## src/rtl/seq_sched_pkg.sv

```systemverilog
// ---------------------------------------------------------------------------
// seq_sched_pkg: shared types, defaults and helpers for sequence_scheduler
// Rev 1.0
// ---------------------------------------------------------------------------
`default_nettype none

package seq_sched_pkg;

  localparam int DEF_NUM_REQ = 4;
  localparam int DEF_LEN_W   = 8;

  typedef enum logic [2:0] {
    IDLE   = 3'd0,
    ARB    = 3'd1,
    CLEAR  = 3'd2,
    RUN    = 3'd3,
    FINISH = 3'd4
  } state_t;

  function automatic int clog2(input int n);
    int r;
    r = 0;
    while ((1 << r) < n) r = r + 1;
    return r;
  endfunction

endpackage

`default_nettype wire

```

## src/rtl/rr_arbiter.sv

```systemverilog
// ---------------------------------------------------------------------------
// rr_arbiter: combinational priority scan from a rotating start pointer
// Rev 1.0
// ---------------------------------------------------------------------------
`default_nettype none

module rr_arbiter
  import seq_sched_pkg::*;
#(
  parameter int NUM_REQ = DEF_NUM_REQ,
  parameter int ID_W    = clog2(NUM_REQ)
) (
  input  logic [NUM_REQ-1:0] req,
  input  logic [ID_W-1:0]    ptr,
  output logic [NUM_REQ-1:0] grant,
  output logic [ID_W-1:0]    index,
  output logic               valid
);

  always_comb begin
    logic [ID_W:0] cand;
    cand  = '0;
    valid = 1'b0;
    index = '0;
    for (int j = 0; j < NUM_REQ; j++) begin
      // one extra bit holds ptr+j before wrapping back into range
      cand = {1'b0, ptr} + (ID_W+1)'(j);
      if (cand >= (ID_W+1)'(NUM_REQ)) cand = cand - (ID_W+1)'(NUM_REQ);
      if (!valid && req[cand[ID_W-1:0]]) begin
        valid = 1'b1;
        index = cand[ID_W-1:0];
      end
    end
  end

  always_comb begin
    grant = '0;
    if (valid) grant = NUM_REQ'(1) << index;
  end

endmodule

`default_nettype wire

```

## src/rtl/sequence_scheduler.sv

```systemverilog
// ---------------------------------------------------------------------------
// sequence_scheduler: round-robin burst sharing of one sequence_generator
// Rev 1.0
// ---------------------------------------------------------------------------
`default_nettype none

module sequence_scheduler
  import seq_sched_pkg::*;
#(
  parameter int NUM_REQ = DEF_NUM_REQ,
  parameter int ID_W    = clog2(NUM_REQ),
  parameter int LEN_W   = DEF_LEN_W
) (
  input  logic                     clk,
  input  logic                     reset_n,
  input  logic [NUM_REQ-1:0]       req,
  input  logic [NUM_REQ*LEN_W-1:0] req_len,
  input  logic [NUM_REQ-1:0]       req_restart,
  output logic [NUM_REQ-1:0]       grant,
  output logic [NUM_REQ-1:0]       done,
  output logic                     gen_enable,
  output logic                     gen_clear,
  input  logic [7:0]               gen_data,
  output logic                     out_valid,
  input  logic                     out_ready,
  output logic [7:0]               out_data,
  output logic [ID_W-1:0]          out_id,
  output logic                     out_last,
  output logic                     busy
);

  state_t             state;
  logic [ID_W-1:0]    ptr;
  logic [ID_W-1:0]    winner;
  logic [LEN_W-1:0]   count;
  logic [LEN_W-1:0]   lens [NUM_REQ];
  logic [NUM_REQ-1:0] arb_grant;
  logic [ID_W-1:0]    arb_idx;
  logic               arb_valid;

  genvar i;
  generate
    for (i = 0; i < NUM_REQ; i++) begin : g_len_unpack
      assign lens[i] = req_len[i*LEN_W +: LEN_W];
    end
  endgenerate

  rr_arbiter #(
    .NUM_REQ (NUM_REQ),
    .ID_W    (ID_W)
  ) u_arb (
    .req   (req),
    .ptr   (ptr),
    .grant (arb_grant),
    .index (arb_idx),
    .valid (arb_valid)
  );

  // the generator only advances when the output slot is free or freeing
  assign gen_enable = (state == RUN) && (!out_valid || out_ready);
  assign gen_clear  = !reset_n || (state == CLEAR);
  assign busy       = (state != IDLE);

  always_ff @(posedge clk) begin
    if (!reset_n) begin
      state     <= IDLE;
      ptr       <= '0;
      winner    <= '0;
      count     <= '0;
      grant     <= '0;
      done      <= '0;
      out_valid <= 1'b0;
      out_last  <= 1'b0;
      out_data  <= '0;
      out_id    <= '0;
    end else begin
      done <= '0;
      case (state)
        IDLE: begin
          if (|req) state <= ARB;
        end
        ARB: begin
          if (arb_valid) begin
            winner <= arb_idx;
            count  <= lens[arb_idx];
            grant  <= arb_grant;
            ptr    <= (arb_idx == ID_W'(NUM_REQ-1)) ? '0 : arb_idx + 1'b1;
            if (req_restart[arb_idx])      state <= CLEAR;
            else if (lens[arb_idx] != '0)  state <= RUN;
            else                           state <= FINISH;
          end else begin
            state <= IDLE;
          end
        end
        CLEAR: begin
          state <= (count != '0) ? RUN : FINISH;
        end
        RUN: begin
          if (gen_enable) begin
            out_data  <= gen_data;
            out_valid <= 1'b1;
            out_id    <= winner;
            out_last  <= (count == LEN_W'(1));
            count     <= count - 1'b1;
            if (count == LEN_W'(1)) state <= FINISH;
          end
        end
        FINISH: begin
          if (!out_valid) begin
            done  <= grant;
            grant <= '0;
            state <= IDLE;
          end else if (out_ready) begin
            out_valid <= 1'b0;
            out_last  <= 1'b0;
          end
        end
        default: state <= IDLE;
      endcase
    end
  end

endmodule

`default_nettype wire
```

## config.mk

```make
export PLATFORM = sky130hd
export DESIGN_NAME = sequence_scheduler
export DESIGN_NICKNAME = d
export VERILOG_FILES = /design/src/rtl/seq_sched_pkg.sv /design/src/rtl/rr_arbiter.sv /design/src/rtl/sequence_scheduler.sv
export SDC_FILE = /design/constraint.sdc
export NUM_CORES = 1
export LEC_CHECK = 0
export ABC_AREA = 1
export BUFFER_PORTS_ARGS = -buffer_cell sky130_fd_sc_hd__buf_2
export CAP_MARGIN = 20
export CORE_MARGIN = 3
export CORE_UTILIZATION = 55
export CTS_CLUSTER_DIAMETER = 80
export DETAILED_ROUTE_END_ITERATION = 16
export GPL_ROUTABILITY_DRIVEN = 0
export PLACE_DENSITY = 0.95
export SLEW_MARGIN = 20
export SYNTH_ARGS = -nofsm -noshare
export SYNTH_HDL_FRONTEND = slang
export SYNTH_SLANG_ARGS = --single-unit
```

## constraint.sdc

```tcl
create_clock -name clk -period 3 [get_ports clk]
set_clock_uncertainty 0.05 [all_clocks]
set_input_delay 0.3 -clock clk [delete_from_list [all_inputs] [get_ports clk]]
set_output_delay 0.3 -clock clk [all_outputs]
set_load 0.02 [all_outputs]
```

# Word-level counts from Yosys, hierarchy flattened

Index checks and enable logic that the tools add are counted.
W data, S select, Z words.

Add/sub/neg operators: 9
$lt $le $gt $ge: 10
Equal/unequal tests: 13
Shifts and indexed selects: 1
Multiplexer cells: 49
Bitwise operators: 3
Reduce and logical (&&, ||, !) cells: 27

Operators by type and width:

| kind                  | count |
|---|---|
| $mux W8               | 4 |
| $mux W3               | 8 |
| $mux W2               | 9 |
| $bmux W8 S2           | 1 |
| $pmux W8 S2           | 1 |
| $reduce_bool A8 Y1    | 2 |
| $lt A2 B3 Y1 const B  | 5 |
| $mux W1               | 15 |
| $pmux W3 S5           | 1 |
| $ge A3 B3 Y1 const B  | 4 |
| $ne A2 B2 Y1 const B  | 6 |
| $bmux W1 S2           | 5 |
| $eq A8 B1 Y1 const B  | 1 |
| $mux W4               | 2 |
| $pmux W4 S2           | 1 |
| $reduce_and A4 Y1     | 2 |
| $sub A2 B1 Y2 const B | 4 |
| $sub A8 B1 Y8 const B | 1 |
| $add A2 B2 Y3 const B | 2 |
| $eq A3 B2 Y1 const B  | 2 |
| $reduce_and A2 Y1     | 3 |
| $reduce_and A3 Y1     | 2 |
| $reduce_bool A2 Y1    | 3 |
| $logic_not A1 Y1      | 5 |
| 17 further kinds      | 23 |

Flip-flop bits (word level): 35
Input port bits: 51
Output and inout bits: 23
Word-level logic and storage cells: 122

# Longest topological paths before layout

Gate-level depths: netlist of run 1.

Word-level depth: 23
Mapped depth: 20
Gate-level depth less buffers: 20

# Modules after synthesis

From an unflattened synthesis of run 1, not the netlist that was laid out.

Cells, all modules: 380
Area total of the unflattened synthesis: 2347.3 um^2

Modules (own cells, without submodules):

| module             | instances | cells an instance | area an instance (um^2) | seq. area each (um^2) |
|---|---|---|---|---|
| sequence_scheduler | 1         | 306               | 1954.4                  | 700.7 |
| rr_arbiter         | 1         | 74                | 392.9                   | 0.0 |

# Worst setup path before layout of run 1

OpenSTA, ideal clock, no wires.

Path type: reg-to-reg
From: register ptr[0]
To: register state[1]
Setup time: 0.110 ns
Arrival: 1.824 ns
Data required time: 2.840 ns
Slack: 1.016 ns
Stages on the path, launching flop included: 20
Buffers on the path: 1
Clock period less this slack: 1.984 ns
Path through: dfxtp_1 > inv_2 > nand2_1 > nand3_1 > nand2_1 > inv_2 > nand2_4 > nand2_8 > nand3_4 > buf_6 > nand2_1 > nand3_1 > nand2_1 > nand2_1 > nor2_2 > nand3b_1 > nand2_1 > nand3_1 > nand2_1 > inv_1

Longest elaborated chain between the ends: 23
Elaborated cells between the ends (all ways): 48
Classes of those cells: add/sub (7); order compare (4); mux (29); bitwise (1); reduce/logical (7)

Ends and longest elaborated chain:

| item                                                                   | RTL line                 | RTL |
|---|---|---|
| start: declaration                                                     | sequence_scheduler.sv:33 | `logic [ID_W-1:0] ptr;` |
| start signal: assignment                                               | sequence_scheduler.sv:87 | `ptr <= (arb_idx == ID_W'(NUM_REQ-1)) ? '0 : arb_idx + 1'b1;` |
| parallel branches: the longest is 21 deep, another holds $add A2 B1 Y3 | -                        |  |
| $mux W3 *                                                              | sequence_scheduler.sv:83 | `if (arb_valid) begin` |
| $pmux W3 S5 *                                                          | sequence_scheduler.sv:78 | `case (state)` |
| end signal: assignment                                                 | sequence_scheduler.sv:96 | `state <= (count != '0) ? RUN : FINISH;` |
| end: declaration                                                       | sequence_scheduler.sv:32 | `state_t state;` |

Every way passes the cells marked *. The select of a mux whose other input is x is not followed.
A chain may end at the register's enable or synchronous reset.

# Worst setup path after layout of run 1

From: register ptr[0]
To: register state[0]

Longest elaborated chain between the ends: 23
Elaborated cells between the ends (all ways): 48
Classes of those cells: add/sub (7); order compare (4); mux (29); bitwise (1); reduce/logical (7)

Ends and longest elaborated chain:

| item                                                                   | RTL line                 | RTL |
|---|---|---|
| parallel branches: the longest is 13 deep, another holds $add A2 B1 Y3 | -                        |  |
| $mux W2 *                                                              | rr_arbiter.sv:29         | `if (!valid && req[cand[ID_W-1:0]]) begin` |
| net arb_idx[1]                                                         | sequence_scheduler.sv:38 | `logic [ID_W-1:0] arb_idx;` |
| $not A2 Y3 (not written as such)                                       | sequence_scheduler.sv:89 | `else if (lens[arb_idx] != '0) state <= RUN;` |
| $bmux W8 S2                                                            | sequence_scheduler.sv:89 |  |
| $mux W8 (not written as such) (2 in series)                            | sequence_scheduler.sv:89 |  |
| $reduce_bool A8 Y1                                                     | sequence_scheduler.sv:89 |  |
| $mux W3                                                                | sequence_scheduler.sv:89 |  |
| $mux W3 *                                                              | sequence_scheduler.sv:88 | `if (req_restart[arb_idx]) state <= CLEAR;` |
| $mux W3 *                                                              | sequence_scheduler.sv:83 |  |
| $pmux W3 S5 *                                                          | sequence_scheduler.sv:78 |  |

Mark *: on every way through the listed nets, which the timed path passes. The select of a mux whose other input is x is not followed.

==> flow_metrics.tcl, run 1 <==
set metrics [dict create \
    cp-endpoint "state[0]" \
    postCtsHoldBufs 0 \
    grt_overflow 0 \
    grt_usage_pct 23.6 \
    cp.required_ns 3.10 \
    post_drt_via_cell_ratio 5.40 \
    antenna_found_initial 0 \
    outcome "complete, no violations" \
    synth_area_sq_um 2320 \
    cts_made_buffers 5 \
    utilization_pct 72.1 \
    clock_latency_ns 0.29 \
    final.fill_count 323 \
    ys_seq_elements 35 \
    drtIter0Drc 223 \
    antenna_left 0 \
    cts_root_buffer "clkbuf_8" \
    path_class "reg -> reg" \
    syn_avg_cell_area_sq_um 6.40 \
    cts.sinks 35 \
    pwr_density_cell_nw_per_um2 1180 \
    area_growth_syn_to_layout_pct 19.6 \
    first_global_vias 2323 \
    max-cap-violations 0 \
    tns_ns 0 \
    routed_wl_mm 5.84 \
    first_pass_iters 5 \
    clkSlewWorstSetupHoldPaths_ns 0.07 \
    regArea_sq_um 702 \
    synthDistinctLibCells 31 \
    grt_max_degree 24 \
    path_max_fanout 13 \
    grt_first_pass_wirelength_mm 9.74 \
    max-slew-margin-rel_pct 63.2 \
    syn_inst 363 \
    total_power_w 0.00329 \
    die_w_microns 71.0 \
    rsz0062_at_grt "false" \
    critPathLaunchType "register" \
    regToRegSetupSlack_ns 0.42 \
    io_buffers 73 \
    multi_input_area_sq_um 1380 \
    r2r_start "ptr[0]" \
    wire_per_inst_microns 12.1 \
    drc 0 \
    reg2reg_to "state[0]" \
    power.leakage_nw 1.48 \
    rows 22 \
    drive_above_1_share_pct 24.0 \
    yosysWarnings 0 \
    cts_tree "built" \
    place_ws_ns 0.301 \
    hpwl_mm 4.53 \
    worstPathArrival_ns 2.69 \
    ir_drop_v 0.000701 \
    yosysSeqAreaShare_pct 30.2 \
    cts_setup_buffers 0 \
    htreeDepth 2 \
    core_area_sq_um 3850 \
    antenna_cells 0 \
    cts_max_path_buffers 2 \
    layout.nets 491 \
    ios 74 \
    timing.final.crit_share_pct 86.2 \
    start_util_pct 60.3 \
    crit_path_end_kind "register" \
    die_h_microns 71.0 \
    setup_viol 0 \
    hp-class "in -> reg" \
    syn_nets 421 \
    fin_crit_ns 2.58 \
    setup_slack_ns 0.415 \
    drv_slew 0 \
    cts_resized 0 \
    startpoint "ptr[0]" \
    dieArea_sq_um 5040 \
    dr_total_vias 2605 \
    max_freq_mhz 387 \
    worst_pin_slew_ns 0.552 \
    r2r_cells 19 \
    finalHoldViolCount 0 \
]
[synth_stat cells (all sizes together)]
master | number | area [sq um]
buf | 7 | 56.3
nand3b | 1 | 7.51
xor2 | 1 | 8.76
nor3 | 4 | 20.0
nand3 | 32 | 190
dfxtp | 35 | 701
a221oi | 1 | 8.76
clkinv | 2 | 7.51
xnor2 | 1 | 8.76
o21ai | 23 | 115
a211oi | 1 | 7.51
clkbuf | 6 | 22.5
o211ai | 8 | 60.1
a21oi | 16 | 83.8
nor2 | 56 | 218
nand2 | 94 | 397
a31oi | 7 | 43.8
inv | 43 | 161
ha | 7 | 87.6
nand4 | 18 | 119
[sequential cells by signal, summed over array words and instances, names as in the netlist]
| name | cells |
|---|---|
| out_data | 8 |
| state | 3 |
| out_last | 1 |
| grant | 4 |
| done | 4 |
| out_id | 2 |
| out_valid | 1 |
| ptr | 2 |
| count | 8 |
| winner | 2 |
[area by class of cell]
class,count,area share (%)
clock buffers,6,2.61
flip-flops and latches,35,25.3
repair buffers,76,14.0
multi-input cells,270,49.5
inverters,45,6.08
well taps,48,2.16
clock inverters,2,0.450
[metal layers]
| metal | part of all wire [%] | global-route usage [%] | up-vias | wire length (microns) |
|---|---|---|---|---|
| li1 | - | - | 1332 | - |
| met1 | 41 | 29.4 | 1134 | 2420 |
| met2 | 47 | 38.9 | 122 | 2730 |
| met3 | 9.4 | 5.26 | 17 | 546 |
| met4 | 2.4 | 10.0 | 0 | 140 |
| met5 | 0 | 0 | - | 0 |
[where the power goes]
part	internal, W	leakage (nW)	total (W)	switching (W)
sequential	0.000617	0.286	0.000733	0.000116
clock	0.000162	0.0412	0.000330	0.000168
combinational	0.000728	1.15	0.00222	0.00149
[per-stage QoR]
step	hold slack, ns	cells	cell area [sq um]
floorplan	0.385	363	2320
CTS	0.182	482	2780
detailed placement	0.396	474	2690
global route	0.203	482	2780
global placement	0.391	474	2690
finish	0.183	482	2780
[placed cells by master (no fill, tap or decap), drive strengths merged]
| master | count |
|---|---|
| nand2 | 94 |
| nand3b | 1 |
| nor3 | 4 |
| nor2 | 56 |
| clkbuf | 6 |
| xnor2 | 1 |
| o21ai | 23 |
| a31oi | 7 |
| xor2 | 1 |
| nand3 | 32 |
| a211oi | 1 |
| o211ai | 8 |
| buf | 76 |
| clkinv | 3 |
| a21oi | 16 |
| dfxtp | 35 |
| nand4 | 18 |
| inv | 43 |
| ha | 7 |
| clkinvlp | 1 |
| a221oi | 1 |
[kinds of logic after synthesis]
family / share of synthesized area, %
xor+xnor: 0.754
compound gates: 13.7
fa+ha+maj: 3.77
buf+inv: 10.7
flops: 30.2
simple gates: 40.9
[critical path, cell delays in order, from the launching register on]
cell and delay (ns):
dfxtp_2 0.46, inv_2 0.16, nand2_1 0.10, nand2_2 0.08
nand2_1 0.08, nand2_1 0.06, nor2_2 0.13, nand3_1 0.08
nand3_1 0.09, nand2_2 0.18, inv_2 0.24, nand3_1 0.10
nand2_1 0.12, nand2_1 0.09, nor2_2 0.14, nand2_1 0.07
nand2_1 0.06, nand2_1 0.05, nand2_1 0.05, a21oi_1 0.05
[how the worst min path moves through the flow]
stage / from / endpoint / slack [ns] / depth (start not counted)
finish: gen_data[6] / out_data[6] / 0.18 / 3
global route: gen_data[3] / out_data[3] / 0.20 / 3
CTS: gen_data[3] / out_data[3] / 0.18 / 3
detailed placement: grant[3] / done[3] / 0.40 / 2
global placement: grant[1] / done[1] / 0.39 / 2
floorplan: gen_data[0] / out_data[0] / 0.38 / 2
Power figures use the tool's default switching activity.
==> inputs of run 2 (changes only) <==
ABC_AREA = default   (was 1)
CORE_UTILIZATION = 54   (was 55)
==> flow_metrics.tcl, run 2 <==
set metrics [dict create \
    outcome "complete, no violations" \
    swShare_pct 42.9 \
    cts_resized 0 \
    first_global_vias 1897 \
    syn_nets 328 \
    io_buffers 73 \
    grt_max_degree 36 \
    dieArea_sq_um 4760 \
    ys_top_cells_by_area "dfxtp_1 33%, nand2_1 6.5%, a211oi_1 4.9%" \
    cts_root_buffer "clkbuf_8" \
    antenna_cells 0 \
    yosysMostFrequentCell "nand2_1" \
    cts_max_path_buffers 2 \
    drtIter0Drc 107 \
    yosys.area_share.simple_pct 29.3 \
    worst_pin_slew_ns 0.758 \
    synthDistinctLibCells 47 \
    syn_inst 270 \
    synth_area_sq_um 2140 \
    cts.sinks 35 \
    total_power_w 0.00208 \
    synth_top_area_share_pct 32.7 \
    postSynth.asyncResetShare_pct 0 \
    rsz0062_at_grt "false" \
    die_w_microns 69.0 \
    area_growth_syn_to_layout_pct 23.3 \
    final_cell_mix "73 x buf_2, 37 x nand2_1, 35 x dfxtp_1" \
    clock_latency_ns 0.29 \
    postCtsHoldBufs 0 \
    final_common_cell "buf_2" \
    synthXorXnorAreaFrac_pct 0 \
    ys.flop_type "dfxtp_1" \
    p_seq_share_pct 32.0 \
    p_switching_w 0.000892 \
    syn_avg_cell_area_sq_um 7.93 \
    hold-worst-slack_ns 0.210 \
    p_int_w 0.00119 \
    cp_top_family "simple AND/OR/NAND/NOR gates" \
    fin_crit_ns 2.90 \
    post_drt_via_cell_ratio 5.61 \
    cts_tree "built" \
    max-cap-violations 0 \
    timing.final.crit_share_pct 96.6 \
    pwr_density_cell_nw_per_um2 787 \
    routed_wl_mm 5.21 \
    drv_slew 0 \
    setup_viol 0 \
    synthAdderAreaFrac_pct 4.09 \
    ys_seq_elements 35 \
    max-slew-margin-rel_pct 49.1 \
    setup_slack_ns 0.103 \
    hpwl_mm 3.91 \
    worst-path-buf-inv 0 \
    worstPathArrival_ns 3.03 \
    place_ws_ns 0.0350 \
    crit_path_end_kind "register" \
    cp.required_ns 3.14 \
    synth_compound_area_share_pct 28.4 \
    ir_drop_v 0.000318 \
    drc 0 \
    ios 74 \
    cts_setup_buffers 0 \
    power_frac_comb_pct 49.9 \
    antenna_left 0 \
    grt_overflow 0 \
    critPathLaunchType "register" \
    cts_made_buffers 5 \
    power.leakage_nw 1.17 \
    layout.nets 398 \
    yosysTopAreaCell "dfxtp_1" \
    wire_per_inst_microns 13.4 \
    grt_usage_pct 22.4 \
    drive_above_1_share_pct 27.6 \
    core_area_sq_um 3740 \
    tns_ns 0 \
    dr_total_vias 2184 \
    slowest_stage "or4b_1" \
    rows 22 \
    synth_edf_count 0 \
    dpl_cell_area_sq_um 2540 \
    crit_path_max_incr_delay_ns 0.74 \
    start_util_pct 57.2 \
    worstPathCellList "nor2b_1, or4b_1, and3_1, a211oi_1, o22ai_1, or4_4, a41o_1" \
    synthTopCellsByCount "37 x nand2_1, 35 x dfxtp_1, 16 x and3_1" \
    htreeDepth 2 \
    fin_area_sq_um 2640 \
    clkPwrFrac_pct 18.1 \
    finalHoldViolCount 0 \
    yosysWarnings 0 \
    synth_mux_area_share_pct 1.46 \
    max_freq_mhz 345 \
    clkSlewWorstSetupHoldPaths_ns 0.07 \
    die_h_microns 69.0 \
    grt_first_pass_wirelength_mm 8.04 \
    synth_top_family_by_area "simple AND/OR/NAND/NOR gates" \
    first_pass_iters 4 \
    hp-class "in -> reg" \
    path_max_fanout 17 \
    antenna_found_initial 0 \
    yosysSeqAreaShare_pct 32.7 \
    reg_top3 "count x8, out_data x8" \
    path_class "reg -> reg" \
    final.fill_count 309 \
]
run 2: worst paths after layout:
check / slack (ns) / end / start / cells after the start
setup / recovery: 0.10 / state[0] / ptr[0] / 7
hold / removal: 0.21 / out_data[4] / gen_data[4] / 3
setup reg to reg: 0.10 / state[0] / ptr[0] / 7
hold reg to reg: 0.42 / out_data[6] / out_data[6] / 2
run 2: cell families after synthesis:
logic type	after synthesis
and+or+nand+nor	120
AOI/OAI and AO/OA	85
DFF	35
buffers and inverters	20
adders and majority gates	7
muxes	3
run 2: worst register-to-register path, stage by stage, from the launching register on:
cell and delay, ns:
dfxtp_1 0.38, nor2b_1 0.09, or4b_1 0.74, and3_1 0.28
a211oi_1 0.29, o22ai_1 0.16, or4_4 0.58, a41o_1 0.24
run 2: metal layers:
| layer | share of wire, % | track usage (%) |
|---|---|---|
| met1 | 44 | 27.3 |
| met2 | 46 | 38.9 |
| met3 | 8.6 | 2.92 |
| met4 | 1.5 | 10.2 |
| met5 | 0 | 0 |
run 2: power groups by stage:
stage	clock network [W]	registers, W	logic (W)
after floorplan	0	0.000675	0.000748
after global placement	0	0.000668	0.000999
after detailed placement	0	0.000673	0.00102
after CTS	0.000382	0.000663	0.00103
after global routing	0.000400	0.000684	0.00115
final	0.000376	0.000665	0.00104
run 2: stage by stage:
stage | instances | utilization [%]
3_5_place_dp | 381 | 67.8
5_1_grt | 389 | 70.6
2_1_floorplan | 270 | -
3_3_place_gp | 381 | 67.8
4_1_cts | 389 | 70.6
6_report | 389 | 70.6
run 2: area by class of cell:
class | instances | area, sq um | area share, %
Clock inverter | 1 | 7.51 | 0.284
Tap cell | 48 | 60.1 | 2.27
Timing Repair Buffer | 78 | 403 | 15.3
Sequential cell | 35 | 701 | 26.5
Multi-Input combinational cell | 215 | 1360 | 51.3
Inverter | 5 | 18.8 | 0.711
Clock buffer | 7 | 96.3 | 3.65
